File: src/rtl/multi_cycle_ctrl.sv
// Multi-cycle MIPS control: steps each instruction through IF/ID/EX/MEM/WB and
// decodes datapath enables, mux selects and ALU control from State, Op, Func and Z.
module multi_cycle_ctrl #(
    parameter logic [4:0] RA_REG = 5'd31
) (
    input  logic       Clk,
    input  logic       Clrn,
    input  logic [5:0] Op,
    input  logic [5:0] Func,
    input  logic       Z,
    output logic       PCWrite,
    output logic       IRWrite,
    output logic [1:0] Pcsrc,
    output logic       RegWrite,
    output logic       Regrt,
    output logic       Jal,
    output logic       MemtoReg,
    output logic       MemWrite,
    output logic       Aluqb,
    output logic       Se,
    output logic       Shift,
    output logic [3:0] Aluc,
    output logic [2:0] State,
    output logic       Illegal
);
    typedef enum logic [2:0] {
        S_IF  = 3'd0,
        S_ID  = 3'd1,
        S_EX  = 3'd2,
        S_MEM = 3'd3,
        S_WB  = 3'd4
    } state_t;

    state_t state, state_nx;

    // The link register number is consumed by the datapath; zero would discard the link.
    if (RA_REG == 5'd0) begin : g_ra_guard
        $error("RA_REG must not be register zero");
    end

    logic       legal, is_ralu, is_jr, is_j, is_jal, is_beq, is_bne, is_lw, is_sw;
    logic [3:0] alu_c;
    logic       alu_qb, alu_se, alu_sh;

    always_comb begin
        legal   = 1'b1;
        is_ralu = 1'b0;
        is_jr   = 1'b0;
        is_j    = 1'b0;
        is_jal  = 1'b0;
        is_beq  = 1'b0;
        is_bne  = 1'b0;
        is_lw   = 1'b0;
        is_sw   = 1'b0;
        alu_c   = 4'b0000;
        alu_qb  = 1'b0;
        alu_se  = 1'b0;
        alu_sh  = 1'b0;
        case (Op)
            6'b000000: begin
                is_ralu = 1'b1;
                alu_qb  = 1'b1;
                case (Func)
                    6'b100000: alu_c = 4'b0000;
                    6'b100010: alu_c = 4'b0100;
                    6'b100100: alu_c = 4'b0001;
                    6'b100101: alu_c = 4'b0101;
                    6'b100110: alu_c = 4'b0010;
                    6'b000000: begin alu_c = 4'b0011; alu_sh = 1'b1; end
                    6'b000010: begin alu_c = 4'b0111; alu_sh = 1'b1; end
                    6'b000011: begin alu_c = 4'b1111; alu_sh = 1'b1; end
                    6'b001000: begin is_jr = 1'b1; is_ralu = 1'b0; alu_qb = 1'b0; end
                    default:   begin legal = 1'b0; is_ralu = 1'b0; alu_qb = 1'b0; end
                endcase
            end
            6'b001000: begin alu_c = 4'b0000; alu_se = 1'b1; end
            6'b001100: alu_c = 4'b0001;
            6'b001101: alu_c = 4'b0101;
            6'b001110: alu_c = 4'b0010;
            6'b001111: alu_c = 4'b0110;
            6'b100011: begin is_lw = 1'b1; alu_se = 1'b1; end
            6'b101011: begin is_sw = 1'b1; alu_se = 1'b1; end
            6'b000100: begin is_beq = 1'b1; alu_c = 4'b0100; alu_qb = 1'b1; alu_se = 1'b1; end
            6'b000101: begin is_bne = 1'b1; alu_c = 4'b0100; alu_qb = 1'b1; alu_se = 1'b1; end
            6'b000010: is_j = 1'b1;
            6'b000011: is_jal = 1'b1;
            default:   legal = 1'b0;
        endcase
    end

    always_ff @(posedge Clk) begin
        if (!Clrn) state <= S_IF;
        else       state <= state_nx;
    end

    logic pcw, irw, rw, mw, ill;

    always_comb begin
        state_nx = S_IF;
        pcw      = 1'b0;
        irw      = 1'b0;
        rw       = 1'b0;
        mw       = 1'b0;
        ill      = 1'b0;
        Pcsrc    = 2'b00;
        Regrt    = 1'b0;
        Jal      = 1'b0;
        MemtoReg = 1'b0;
        Aluqb    = 1'b0;
        Se       = 1'b0;
        Shift    = 1'b0;
        Aluc     = 4'b0000;
        case (state)
            S_IF: begin
                irw      = 1'b1;
                pcw      = 1'b1;
                state_nx = S_ID;
            end
            S_ID: begin
                if (!legal) begin
                    ill = 1'b1;
                end else if (is_j || is_jal) begin
                    pcw   = 1'b1;
                    Pcsrc = 2'b11;
                    rw    = is_jal;
                    Jal   = is_jal;
                end else if (is_jr) begin
                    pcw   = 1'b1;
                    Pcsrc = 2'b10;
                end else begin
                    state_nx = S_EX;
                end
            end
            S_EX: begin
                Aluc  = alu_c;
                Aluqb = alu_qb;
                Se    = alu_se;
                Shift = alu_sh;
                if (is_beq || is_bne) begin
                    pcw   = is_beq ? Z : ~Z;
                    Pcsrc = 2'b01;
                end else if (is_lw || is_sw) begin
                    state_nx = S_MEM;
                end else begin
                    state_nx = S_WB;
                end
            end
            S_MEM: begin
                Aluc  = alu_c;
                Aluqb = alu_qb;
                Se    = alu_se;
                Shift = alu_sh;
                if (is_sw) mw = 1'b1;
                else       state_nx = S_WB;
            end
            S_WB: begin
                Aluc     = alu_c;
                Aluqb    = alu_qb;
                Se       = alu_se;
                Shift    = alu_sh;
                rw       = 1'b1;
                Regrt    = ~is_ralu;
                MemtoReg = is_lw;
            end
            default: state_nx = S_IF;
        endcase
    end

    // Reset holds every write off combinationally so an abandoned instruction leaves no trace.
    assign PCWrite  = pcw & Clrn;
    assign IRWrite  = irw & Clrn;
    assign RegWrite = rw  & Clrn;
    assign MemWrite = mw  & Clrn;
    assign Illegal  = ill & Clrn;
    assign State    = state;
endmodule

File: config.mk
export PLATFORM = sky130hd
export DESIGN_NAME = multi_cycle_ctrl
export DESIGN_NICKNAME = d
export VERILOG_FILES = /design/src/rtl/multi_cycle_ctrl.sv
export SDC_FILE = /design/constraint.sdc
export NUM_CORES = 1
export LEC_CHECK = 0
export ABC_AREA = 1
export CORE_MARGIN = 2
export CORE_UTILIZATION = 40
export CTS_CLUSTER_SIZE = 20
export DETAILED_ROUTE_END_ITERATION = 6
export PLACE_DENSITY = 0.87
export SYNTH_ARGS = -nofsm -noshare
export SYNTH_HDL_FRONTEND = slang
export SYNTH_SLANG_ARGS = --single-unit
File: constraint.sdc
create_clock -name Clk -period 2.15 [get_ports Clk]
set_input_delay 0.43 -clock Clk [delete_from_list [all_inputs] [get_ports Clk]]
set_output_delay 0.43 -clock Clk [all_outputs]
set_load 0.02 [all_outputs]
==> results.toml, run 1 <==
[layout]
syn_to_final_growth_pct = 94.38
largest_register_ffs = 3
nFillCells = 94
antenna-diode-count = 0
nets = 200
stdcell_area_um2 = 1211
drive_above_1_share = 0.4293

[yosys]
synth_top_area_frac = 0.1446
asyncSetResetFlopFracSynth = 0
synth_area_um2 = 623.1
netlist_top_cells_area = "nor2_1, inv_1, nand2_1"
syn_avg_cell_area_um2 = 5.280
synth_cell_types = 22
ys.flop_type = "dfxtp_1"
yosys_warnings = 0
seq_area_frac_synth = 0.09639
synth_seq_cells = 3
syn_nets = 133
syn_inst = 118
synth_edf_count = 0
synth_top_area_cell = "nor2_1"

[global_routing]
grt_max_degree = 7
antenna_found_initial = 0
first_global_vias = 980
grt_overflow = 0
grt_usage = 0.2767
grt_pass1_wl_mm = 4.084

[sta]
setup_viol = 0
fin_skew_ns = 0.002839
period_minus_slack_ns = 2.126
slew_headroom = 0.7834
post-route-period-util = 0.9887
clock.fmax_mhz = 470.5
hold_viol_final = 0
setup_slack_ns = 0.02440
tightestPinTransition_ns = 0.3244
drv_slew = 0
rsz0062_at_grt = "yes"

[worst_setup_path]
cp_cell_sequence = "dlygate4sd2_1 > nor2_4 > nand3_2 > inv_2 > nand2_1 > nand2_1 > nand2_1 > a31oi_1 > buf_4"
cpMaxStageDelayCell = "dlygate4sd2_1"
crit_arrival_ns = 1.70
crit_path_frequent_cell = "nand2_1"
worstSetupPathType = "in -> out"
crit_path_max_fanout = 4
cp_slowest_stage_delay_ns = 0.28
critPathLaunchType = "input port"
required_ns = 1.72
critPathCaptureType = "primary output"

[detailed_routing]
initialDrtViolationCount = 35
wire_per_inst_um = 12.86
ant_nets = 0
route.vias.total = 1060
routed_wl_mm = 2.571
post-route-drc-count = 0
viasPerCell = 5.300
first_pass_iters = 4

[clock_tree]
clockBufferDepth = 2
cts_root_buffer = "clkbuf_4"
tritoncts.num_buffers = 3
path_clk_slew_ns = 0.04
clk_latency_ns = 0.24
tritoncts = "yes"
htreeDepth = 1
clock_sinks = 3
ctsHoldBuffers = 0

[place]
globalplace.congestion = 0.8764
dp_worst_setup_slack_ns = -0.6283
numPortBuffers = 34
place_area_um2 = 1171
dpl.hpwl_mm = 2.012

[die]
initial_utilization = 0.4185
core-area_um2 = 1489
core.rowCount = 14
dieArea_um2 = 1890
die_height_um = 43.47
die_w_um = 43.47
io_pins = 35

[flow_run]
drv_cap = 0

[power]
worst_ir_drop_vdd_mv = 0.3535
leakage_uw = 0.0006335
cellPowerDensity_nw_per_um2 = 263.5

[min_path]
hold_class = "reg -> reg"

[outcome]
status = "complete, no violations"
cells by family after synthesis:
| family | after synthesis | share of synthesized area |
|---|---|---|
| AND/OR/NAND/NOR | 79 | 0.6406 |
| buffers and inverters | 24 | 0.1486 |
| AO/OA/AOI/OAI | 11 | 0.1004 |
| flip-flops | 3 | 0.09639 |
| XOR/XNOR | 1 | 0.01406 |
cell usage in the layout (no fill, tap or decap), drive strengths merged:
master	n
dlygate4sd2	11
nor4	1
inv	24
or2	1
nand2	21
o21ai	2
a21oi	6
a31oi	2
buf	39
clkbuf	8
nand3	17
clkdlybuf4s50	5
nor2	30
xor2	1
nor3	5
o22ai	1
nand4	4
dfxtp	3
clkdlybuf4s15	3
cells in the mapped netlist (all sizes together) (2+ instances only):
| cell | instances |
|---|---|
| nand3 | 17 |
| a31oi | 2 |
| nor3 | 5 |
| o21ai | 2 |
| a21oi | 6 |
| dfxtp | 3 |
| nor2 | 30 |
| nand2 | 21 |
| inv | 24 |
| nand4 | 4 |
critical path: cells and delay by family:
kind | cells | cell delay (ns)
buffers and inverters | 3 | 0.56
and+or+nand+nor | 5 | 0.53
AOI/OAI and AO/OA | 1 | 0.16
layer usage:
metal | global-route usage | wire length, um | vias up
met2 | 0.5373 | 1368 | 56
met4 | 0.01818 | 40 | 0
met3 | 0.05000 | 185 | 12
li1 | - | - | 514
met5 | 0 | 0 | -
met1 | 0.3258 | 976 | 478
final timing paths:
check	startpoint	end	slack (ns)	depth (start not counted)
min reg2reg	State[0]$_SDFF_PN0_	State[2]$_SDFF_PN0_	0.57	2
max reg2reg	State[1]$_SDFF_PN0_	State[1]$_SDFF_PN0_	0.94	7
max	Op[4]	PCWrite	0.02	9
min	State[0]$_SDFF_PN0_	State[2]$_SDFF_PN0_	0.57	2
power breakdown:
part	switching [uW]	leakage [uW]	internal, uW	total (uW)
Combinational	84.6	0.000594	65.7	150
Sequential	4.46	0.0000245	58.3	62.8
Clock	36.0	0.0000150	70.0	106
Total	125	0.000633	194	319
per-stage QoR:
| stage | cells | hold WS [ns] | total power, uW | utilization | setup TNS, ns |
|---|---|---|---|---|---|
| 5_1_grt | 200 | 0.6006 | 341.2 | 0.8134 | -0.09660 |
| 3_3_place_gp | 193 | 0.5403 | 199.5 | 0.7866 | -7.453 |
| 3_5_place_dp | 193 | 0.5553 | 207.0 | 0.7866 | -8.436 |
| 4_1_cts | 197 | 0.5663 | 312.6 | 0.8151 | 0 |
| 2_1_floorplan | 118 | 0.6033 | 121.6 | - | 0 |
| 6_report | 200 | 0.5721 | 319.1 | 0.8134 | 0 |
layout make-up:
| cell class | count | area [um2] | area share |
|---|---|---|---|
| clock buffer | 4 | 26.28 | 0.02169 |
| inverter | 24 | 92.59 | 0.07645 |
| multi-input combinational | 91 | 538.0 | 0.4442 |
| sequential | 3 | 60.06 | 0.04959 |
| tap | 16 | 20.02 | 0.01653 |
| timing repair buffer | 62 | 474.2 | 0.3915 |
timing repair:
item	4_1_cts	5_1_grt
setup endpoints to repair	17	11
setup buffers	0	3
gates resized for setup	84	15
pin swaps	6	4
No activity file was read; power rests on OpenSTA's default activity.
==> inputs of run 2 (changes only) <==
--- a/config.mk
+++ b/config.mk
@@ -10,6 +10,7 @@
 export CORE_UTILIZATION = 40
 export CTS_CLUSTER_SIZE = 20
 export DETAILED_ROUTE_END_ITERATION = 6
+export HOLD_SLACK_MARGIN = 0.03
 export PLACE_DENSITY = 0.87
 export SYNTH_ARGS = -nofsm -noshare
 export SYNTH_HDL_FRONTEND = slang
==> results of run 2 <==
The final DEF is identical to that of run 1; final timing and power are the same.
